$ cat src/rtl/clock_time_ctrl.sv
// clock_time_ctrl: 24-hour time-of-day counter clocked at 1 Hz.
// The two buttons are edge-detected. Mode walks RUN -> SET_HOUR -> SET_MIN -> RUN.
// Increment edits the field being set. An idle timeout drops a set state back to RUN.
// The state is visible on the mode output.
// Optional alarm comparator is built only when CLOCK_ALARM_EN is defined;
// the default build ties alarm_hit low and leaves alarm_hour/alarm_min unused.
module clock_time_ctrl #(
    parameter int TIMEOUT = 30
) (
    input  logic       sec_clk,
    input  logic       rstn,
    input  logic       mode_btn,
    input  logic       inc_btn,
    input  logic [4:0] alarm_hour,
    input  logic [5:0] alarm_min,
    output logic [5:0] sec_cnt,
    output logic [5:0] min_cnt,
    output logic [4:0] hour_cnt,
    output logic       min_tick,
    output logic       hour_tick,
    output logic [1:0] mode,
    output logic       blink,
    output logic       alarm_hit
);

    typedef enum logic [1:0] {
        RUN      = 2'b00,
        SET_HOUR = 2'b01,
        SET_MIN  = 2'b10,
        ILLEGAL  = 2'b11
    } state_t;

    // Last quiet cycle value of the idle counter; the next quiet cycle times out.
    localparam logic [5:0] IDLE_LAST = 6'(TIMEOUT - 1);

    state_t     state_q, state_d;
    logic       mode_prev, inc_prev;
    logic [5:0] idle_q, idle_d;
    logic [5:0] sec_d, min_d;
    logic [4:0] hour_d;
    logic       min_tick_d, hour_tick_d, blink_d, alarm_d;
    logic       mode_edge, inc_press, inc_edge, any_edge, timeout_hit;
    logic       set_d;

    // Mode edge wins over a simultaneous inc edge, which is then dropped.
    assign mode_edge   = mode_btn & ~mode_prev;
    assign inc_press   = inc_btn & ~inc_prev;
    assign inc_edge    = inc_press & ~mode_edge;
    assign any_edge    = mode_edge | inc_press;
    assign timeout_hit = (idle_q == IDLE_LAST) && !any_edge;
    assign set_d       = (state_d == SET_HOUR) || (state_d == SET_MIN);

    // State register, button history and idle counter.
    always_ff @(posedge sec_clk or negedge rstn) begin
        if (!rstn) begin
            state_q   <= RUN;
            mode_prev <= 1'b0;
            inc_prev  <= 1'b0;
            idle_q    <= 6'd0;
        end else begin
            state_q   <= state_d;
            mode_prev <= mode_btn;
            inc_prev  <= inc_btn;
            idle_q    <= idle_d;
        end
    end

    // Next-state logic: mode edges step through the set states, timeout returns to RUN.
    always_comb begin
        state_d = state_q;
        case (state_q)
            RUN:      if (mode_edge) state_d = SET_HOUR;
            SET_HOUR: begin
                if (mode_edge)        state_d = SET_MIN;
                else if (timeout_hit) state_d = RUN;
            end
            SET_MIN:  if (mode_edge || timeout_hit) state_d = RUN;
            default:  state_d = RUN;
        endcase
    end

    // Datapath next values: counting in RUN, field edits in set states, seconds
    // cleared on any exit from a set state.
    always_comb begin
        sec_d       = sec_cnt;
        min_d       = min_cnt;
        hour_d      = hour_cnt;
        min_tick_d  = 1'b0;
        hour_tick_d = 1'b0;
        alarm_d     = 1'b0;
        case (state_q)
            RUN: begin
                // The cycle that takes the mode edge is frozen, not counted.
                if (!mode_edge) begin
                    if (sec_cnt == 6'd59) begin
                        sec_d      = 6'd0;
                        min_tick_d = 1'b1;
                        if (min_cnt == 6'd59) begin
                            min_d       = 6'd0;
                            hour_tick_d = 1'b1;
                            hour_d      = (hour_cnt == 5'd23) ? 5'd0 : hour_cnt + 5'd1;
                        end else begin
                            min_d = min_cnt + 6'd1;
                        end
                    end else begin
                        sec_d = sec_cnt + 6'd1;
                    end
                end
            end
            SET_HOUR: begin
                if (inc_edge) begin
                    hour_d      = (hour_cnt == 5'd23) ? 5'd0 : hour_cnt + 5'd1;
                    hour_tick_d = 1'b1;
                end
                if (state_d == RUN) sec_d = 6'd0;
            end
            SET_MIN: begin
                if (inc_edge) begin
                    min_d      = (min_cnt == 6'd59) ? 6'd0 : min_cnt + 6'd1;
                    min_tick_d = 1'b1;
                end
                if (state_d == RUN) sec_d = 6'd0;
            end
            default: ;
        endcase

`ifdef CLOCK_ALARM_EN
        // Alarm fires only when RUN counting lands on hh:mm:00, never from edits or exits.
        if (state_q == RUN && !mode_edge && sec_d == 6'd0 &&
            hour_d == alarm_hour && min_d == alarm_min)
            alarm_d = 1'b1;
`endif

        // Blink starts at 1 on entering a set state and toggles while staying.
        if (!set_d)                blink_d = 1'b0;
        else if (state_d != state_q) blink_d = 1'b1;
        else                       blink_d = ~blink;

        // Idle counter runs only across quiet cycles inside one set state.
        if (set_d && state_d == state_q && !any_edge) idle_d = idle_q + 6'd1;
        else                                          idle_d = 6'd0;
    end

`ifndef CLOCK_ALARM_EN
    // Alarm inputs have no function in this build.
    logic alarm_unused;
    assign alarm_unused = ^{alarm_hour, alarm_min};
`endif

    // Registered counters and one-cycle pulses.
    always_ff @(posedge sec_clk or negedge rstn) begin
        if (!rstn) begin
            sec_cnt   <= 6'd0;
            min_cnt   <= 6'd0;
            hour_cnt  <= 5'd0;
            min_tick  <= 1'b0;
            hour_tick <= 1'b0;
            blink     <= 1'b0;
            alarm_hit <= 1'b0;
        end else begin
            sec_cnt   <= sec_d;
            min_cnt   <= min_d;
            hour_cnt  <= hour_d;
            min_tick  <= min_tick_d;
            hour_tick <= hour_tick_d;
            blink     <= blink_d;
            alarm_hit <= alarm_d;
        end
    end

    // Output decode: the mode port is the raw state encoding.
    always_comb begin
        mode = state_q;
    end

endmodule

$ cat config.mk
export PLATFORM = sky130hd
export DESIGN_NAME = clock_time_ctrl
export DESIGN_NICKNAME = d
export VERILOG_FILES = /design/src/rtl/clock_time_ctrl.sv
export SDC_FILE = /design/constraint.sdc
export NUM_CORES = 1
export LEC_CHECK = 0
export ABC_AREA = 1
export CAP_MARGIN = 25
export CORE_AREA = 2 2 62 64
export CTS_CLUSTER_SIZE = 40
export DETAILED_ROUTE_END_ITERATION = 6
export DIE_AREA = 0 0 64 66
export PLACE_DENSITY = 0.78
export SLEW_MARGIN = 40
export SYNTH_ARGS = -nofsm -noshare
export SYNTH_HDL_FRONTEND = slang
export SYNTH_SLANG_ARGS = --single-unit
$ cat constraint.sdc
create_clock -name sec_clk -period 2.6 [get_ports sec_clk]
set_input_delay 0.39 -clock sec_clk [delete_from_list [all_inputs] [get_ports sec_clk]]
set_output_delay 0.39 -clock sec_clk [all_outputs]
set_load 0.01 [all_outputs]
; ---- Word-level counts from Yosys, hierarchy flattened
; Cells that the tools add are included.
[word_totals]
ff_bits = 30
in_bits = 15
output_inout_bits = 23
elab_cells = 84
[op_classes]
addsub = 4
n_eq_ne = 16
n_mux = 31
bitwise = 8
reduce_logical = 15
[ops]
columns = cell, n
row1 = $mux 6, 8
row2 = $mux 5, 5
row3 = $pmux 6 s2, 2
row4 = $add 6x1->6 const B, 3
row5 = $eq 6x6->1 const B, 2
row6 = $ne 2x2->1 const B, 5
row7 = $pmux 5 s2, 1
row8 = $mux 1, 8
row9 = $mux 2, 4
row10 = $eq 6x5->1 const B, 1
row11 = $pmux 2 s3, 1
row12 = $reduce_bool 2->1, 3
row13 = $add 5x1->5 const B, 1
row14 = $eq 5x5->1 const B, 1
row15 = $reduce_and 5->1, 1
row16 = $eq 2x1->1 const B, 2
row17 = $eq 2x2->1 const B, 2
row18 = $logic_not 2->1, 2
row19 = $not 1->1, 4
row20 = $pmux 1 s2, 2
row21 = $reduce_and 4->1, 1
row22 = $and 1x1->1, 3
row23 = $logic_and 1x1->1, 3
row24 = $reduce_and 3->1, 1
row25 = other kinds (7), 8

; ---- Logic depth before layout (Yosys ltp)
[depth]
depth_word = 13
depth_mapped = 16
mapped_depth_nobuf = 16

; ---- Worst setup path before layout
; No wires, ideal clock.
[synth_timing]
path_kind = flip-flop to flip-flop
start = register state_q[1], in the netlist mode[1]
end = register sec_cnt[3]
setup_ps = 118
t_arrival_ps = 2124
required_time_ps = 2482
path_slack_ps = 358
stages_incl_launch_ff = 16
n_path_buf = 0
period_less_slack_ps = 2242
path_cell_list = dfrtp_1 -> inv_1 -> ha_1 -> inv_1 -> nand2_1 -> nand3_1 -> nand2_1 -> nand2_1 -> a21oi_1 -> inv_1 -> ha_1 -> o211ai_2 -> inv_1 -> a21oi_1 -> o21bai_1 -> inv_1
[synth_between]
word_cells_on_any_way = 15
classes_between = eq/ne: 4 / mux: 6 / reduce/logical: 5
[synth_lines]
columns = element, line
row1 = "start, declared", 36  ; state_t state_q, state_d;
row2 = "start signal, assigned", 61  ; state_q <= state_d;
row3 = $eq 2x2->1 (tied with other cells), 71  ; case (state_q)
row4 = $pmux 2 s3 (*), 71
row5 = via state_d[0], 36
row6 = $logic_not 2->1 (*), "115, 122"
row7 = $ne 2x1->1 (no line) (*), --
row8 = $reduce_and 3->1 (no line) (*), --
row9 = "end signal, assigned", 153  ; sec_cnt <= 6'd0;
row10 = "end signal, assigned", 161  ; sec_cnt <= sec_d;
row11 = "end, declared", 16  ; output logic [5:0] sec_cnt,
; Mark *: on every way through the listed nets, which the timed path passes. The rest lies on a longest branch.
; A chain may end at the register's enable or synchronous reset.

; ---- Final worst setup path
[layout_timing]
start = register state_q[0], in the netlist mode[0]
end = register sec_cnt[3]
[layout_between]
elab_chain_len = 6
word_cells_on_any_way = 15
classes_between = eq/ne: 4 / mux: 6 / reduce/logical: 5
[layout_lines]
columns = element, line
row1 = $mux 2, 75  ; else if (timeout_hit) state_d = RUN;
row2 = $mux 2, 74  ; if (mode_edge) state_d = SET_MIN;
row3 = $pmux 2 s3 (*), 71
row4 = via state_d[0], 36
row5 = $logic_not 2->1 (*), "115, 122"
row6 = $ne 2x1->1 (no line) (*), --
row7 = $reduce_and 3->1 (no line) (*), --
; Marked as above.

==> run metrics <==
status=completed; non-filler instance count after layout=285; fin crit period=2330 ps; Critical Path Max Stage Delay=450 ps; final setup fails=0; crit path cell chain=inv_1, ha_1, inv_1, nand2_1, nand3_1, nand2_1, nand2_1, a21oi_1, inv_1, ha_1, o211ai_2, inv_1, a21oi_1, o21bai_1, inv_1; setup TNS=0 ps; hold buffers post-CTS=0; CTS Sinks=30; Final Hold Vio Count=0; DRC errors left=0; total track usage=0.167; via count=1,373; setup ws final=268 ps; Reg area=751 µm²; Leakage=1.07 nW; Syn Nets=224; Synth cell types=30; max_cap viols=0; XOR/XNOR share of the synthesized area=0.0557; top-count cell post-synth=inv_1; share of cells above drive strength 1=0.181; Num CTS Buffers=5; Post-DP HPWL=roughly 2300 µm; commonest cells in the netlist=inv_1 (32), dfrtp_1 (30), nand2_1 (30), a21oi_1 (11), nand3_1 (11); Largest delay share family, worst path=compound AO/OA/AOI/OAI gates; EDFF count, synth=0; sequential area share after synthesis=0.434; critical path capture point type=flop; routed len/inst=11.2 µm; FMAX=between 0.4 and 0.5 GHz; grt total ovfl=0; pwr/cell area=1020 nW/µm²; Top cell by count, worst path=inv_1; Gate Count Post-Synth=199; Hold Path Class=input port to asynchronous set/reset pin; Die X-Extent=64 µm; ys async rst share=1.00; vias in the first global route=1,237; DP Cell Count=between 200 and 300; synthesized area=approximately 1700 µm²; drt total wl=3180 µm; htree depth=2; Synth Flop Type=dfrtp_1; Place WS=102 ps; leading area contributor after synthesis=dfrtp_1; initial antenna violation count=0; #FFs+latches synth=30; site row count=22; RSZ-0062 raised after global routing=no; DRT Pass-1 Iters=4; Post-Syn Area per Cell=8.70 µm²; Max VDD drop=between 0.5 and 0.6 mV; Starting Density=0.487; Clock Skew=around 12 ps; Die Span Y=approximately 66 µm; fill count=just over 300; Synth Area in Simple Gates=0.252; Antenna Nets Post-Route=0; critical path type=flop to flop; largest family of logic cells by synthesized area=simple AND/OR/NAND/NOR gates; First DRT Iteration DRCs=89; Final Power=2.18 mW; CP arrival=2570 ps; vias per cell=4.82; Layout Utilization=0.604; Crit Path Max Fanout=5; pin count of the biggest net entering global routing=31; CTS tree=built; Core Area=3550 µm²; Synth Area in Adders=0.0723; crit path launch type=flop; post-synthesis mux area share=0; Area growth, synth to finish=23.9%; Diodes inserted=0; Buf/Inv on CP=5; Root Driver=clkbuf_4; Synth top area share=0.434; Synth Area in Compound Gates=0.101; gp weighted congestion=around 0.82; flop2flop setup slack=270 ps; period utilization=0.897; I/O Buffers=25; Bufs on Longest Clock Path=2; fin nets=261; Reg clk slew, reported paths=100 ps; CP required=2840 ps; first-pass GRT wire length=5460 µm; area occupied by multi-input gates=between 800 and 900 µm²; Slew Limit Fails=0; worst skew pair latency=330 ps; die footprint=4220 µm²; Ports=38; Slowest-stage cell, CP=dfrtp_1; Yosys warning count=0; leading post-synthesis cells by cell area=dfrtp_1 (43%), ha_1 (7.2%), inv_1 (6.9%)
power breakdown:
group          internal [mW]  switching [mW]
sequential             0.594           0.145
combinational          0.538           0.607
clock                  0.131           0.162
total                   1.26           0.914
per-stage QoR:
stage               instance area [µm²]  hold WS [ps]
global placement                   2080           487
floorplan                          1730          94.4
CTS                                2140           442
detailed placement                 2080           498
finish                             2140           428
global route                       2140           460
logic make-up (layout without fill, tap and decap cells):
group,after synthesis,in the layout
flops,30,30
xor+xnor,11,11
simple gates,81,81
buf+inv,37,75
compound gates,29,29
other cells,1,1
fa+ha+maj,10,10
routing by layer:
layer / vias up / part of all wire / GRT usage
met4: 0 / 0.020 / 0.0870
met3: 6 / 0.031 / 0.0358
met1: 635 / 0.49 / 0.214
met5: - / 0 / 0
li1: 707 / - / -
met2: 25 / 0.46 / 0.266
what timing repair did:
action / CTS / global route
hold endpoints to repair: 0 / 0
gates resized for setup: 0 / 1
endpoints found under the setup margin: 0 / 2
setup buffers: 0 / 0
sequential cells by signal, indices dropped and copies added, names as in the netlist:
name,cells
min_cnt,6
mode_prev,1
idle_q,6
sec_cnt,6
min_tick,1
hour_tick,1
blink,1
inc_prev,1
hour_cnt,5
mode,2
area by class of cell:
cell class | instances | area share
Multi-Input combinational cell | 132 | 0.391
Clock inverter | 1 | 0.00234
Sequential cell | 30 | 0.350
Inverter | 35 | 0.0613
Clock buffer | 7 | 0.0257
Timing Repair Buffer | 32 | 0.141
Tap cell | 48 | 0.0280
final timing paths:
kind	startpoint	end	depth (start not counted)
worst max-delay path	mode[0]$_DFF_PN0_	sec_cnt[3]$_DFFE_PN0P_	15
worst min-delay path	rstn	sec_cnt[0]$_DFFE_PN0P_	2
worst max register to register	mode[0]$_DFF_PN0_	sec_cnt[3]$_DFFE_PN0P_	15
worst min register to register	idle_q[0]$_DFF_PN0_	idle_q[0]$_DFF_PN0_	1
max in group asynchronous	rstn	idle_q[0]$_DFF_PN0_	2
min in group sec_clk	idle_q[0]$_DFF_PN0_	idle_q[0]$_DFF_PN0_	1
placed cells by master, fill, tap and decap left out, types with 3 or more instances in the layout:
cell type,instances
inv_1,32
nand2_1,30
dfrtp_1,30
clkdlybuf4s50_1,25
nand3_1,11
a21oi_1,11
nor2_1,10
o21ai_0,10
nor2_2,9
ha_1,9
xor2_1,8
nand2_2,7
buf_4,7
clkbuf_4,5
nand4_1,4
inv_2,3
xnor2_1,3
o31ai_1,3
(Power assumes the default switching activity.)
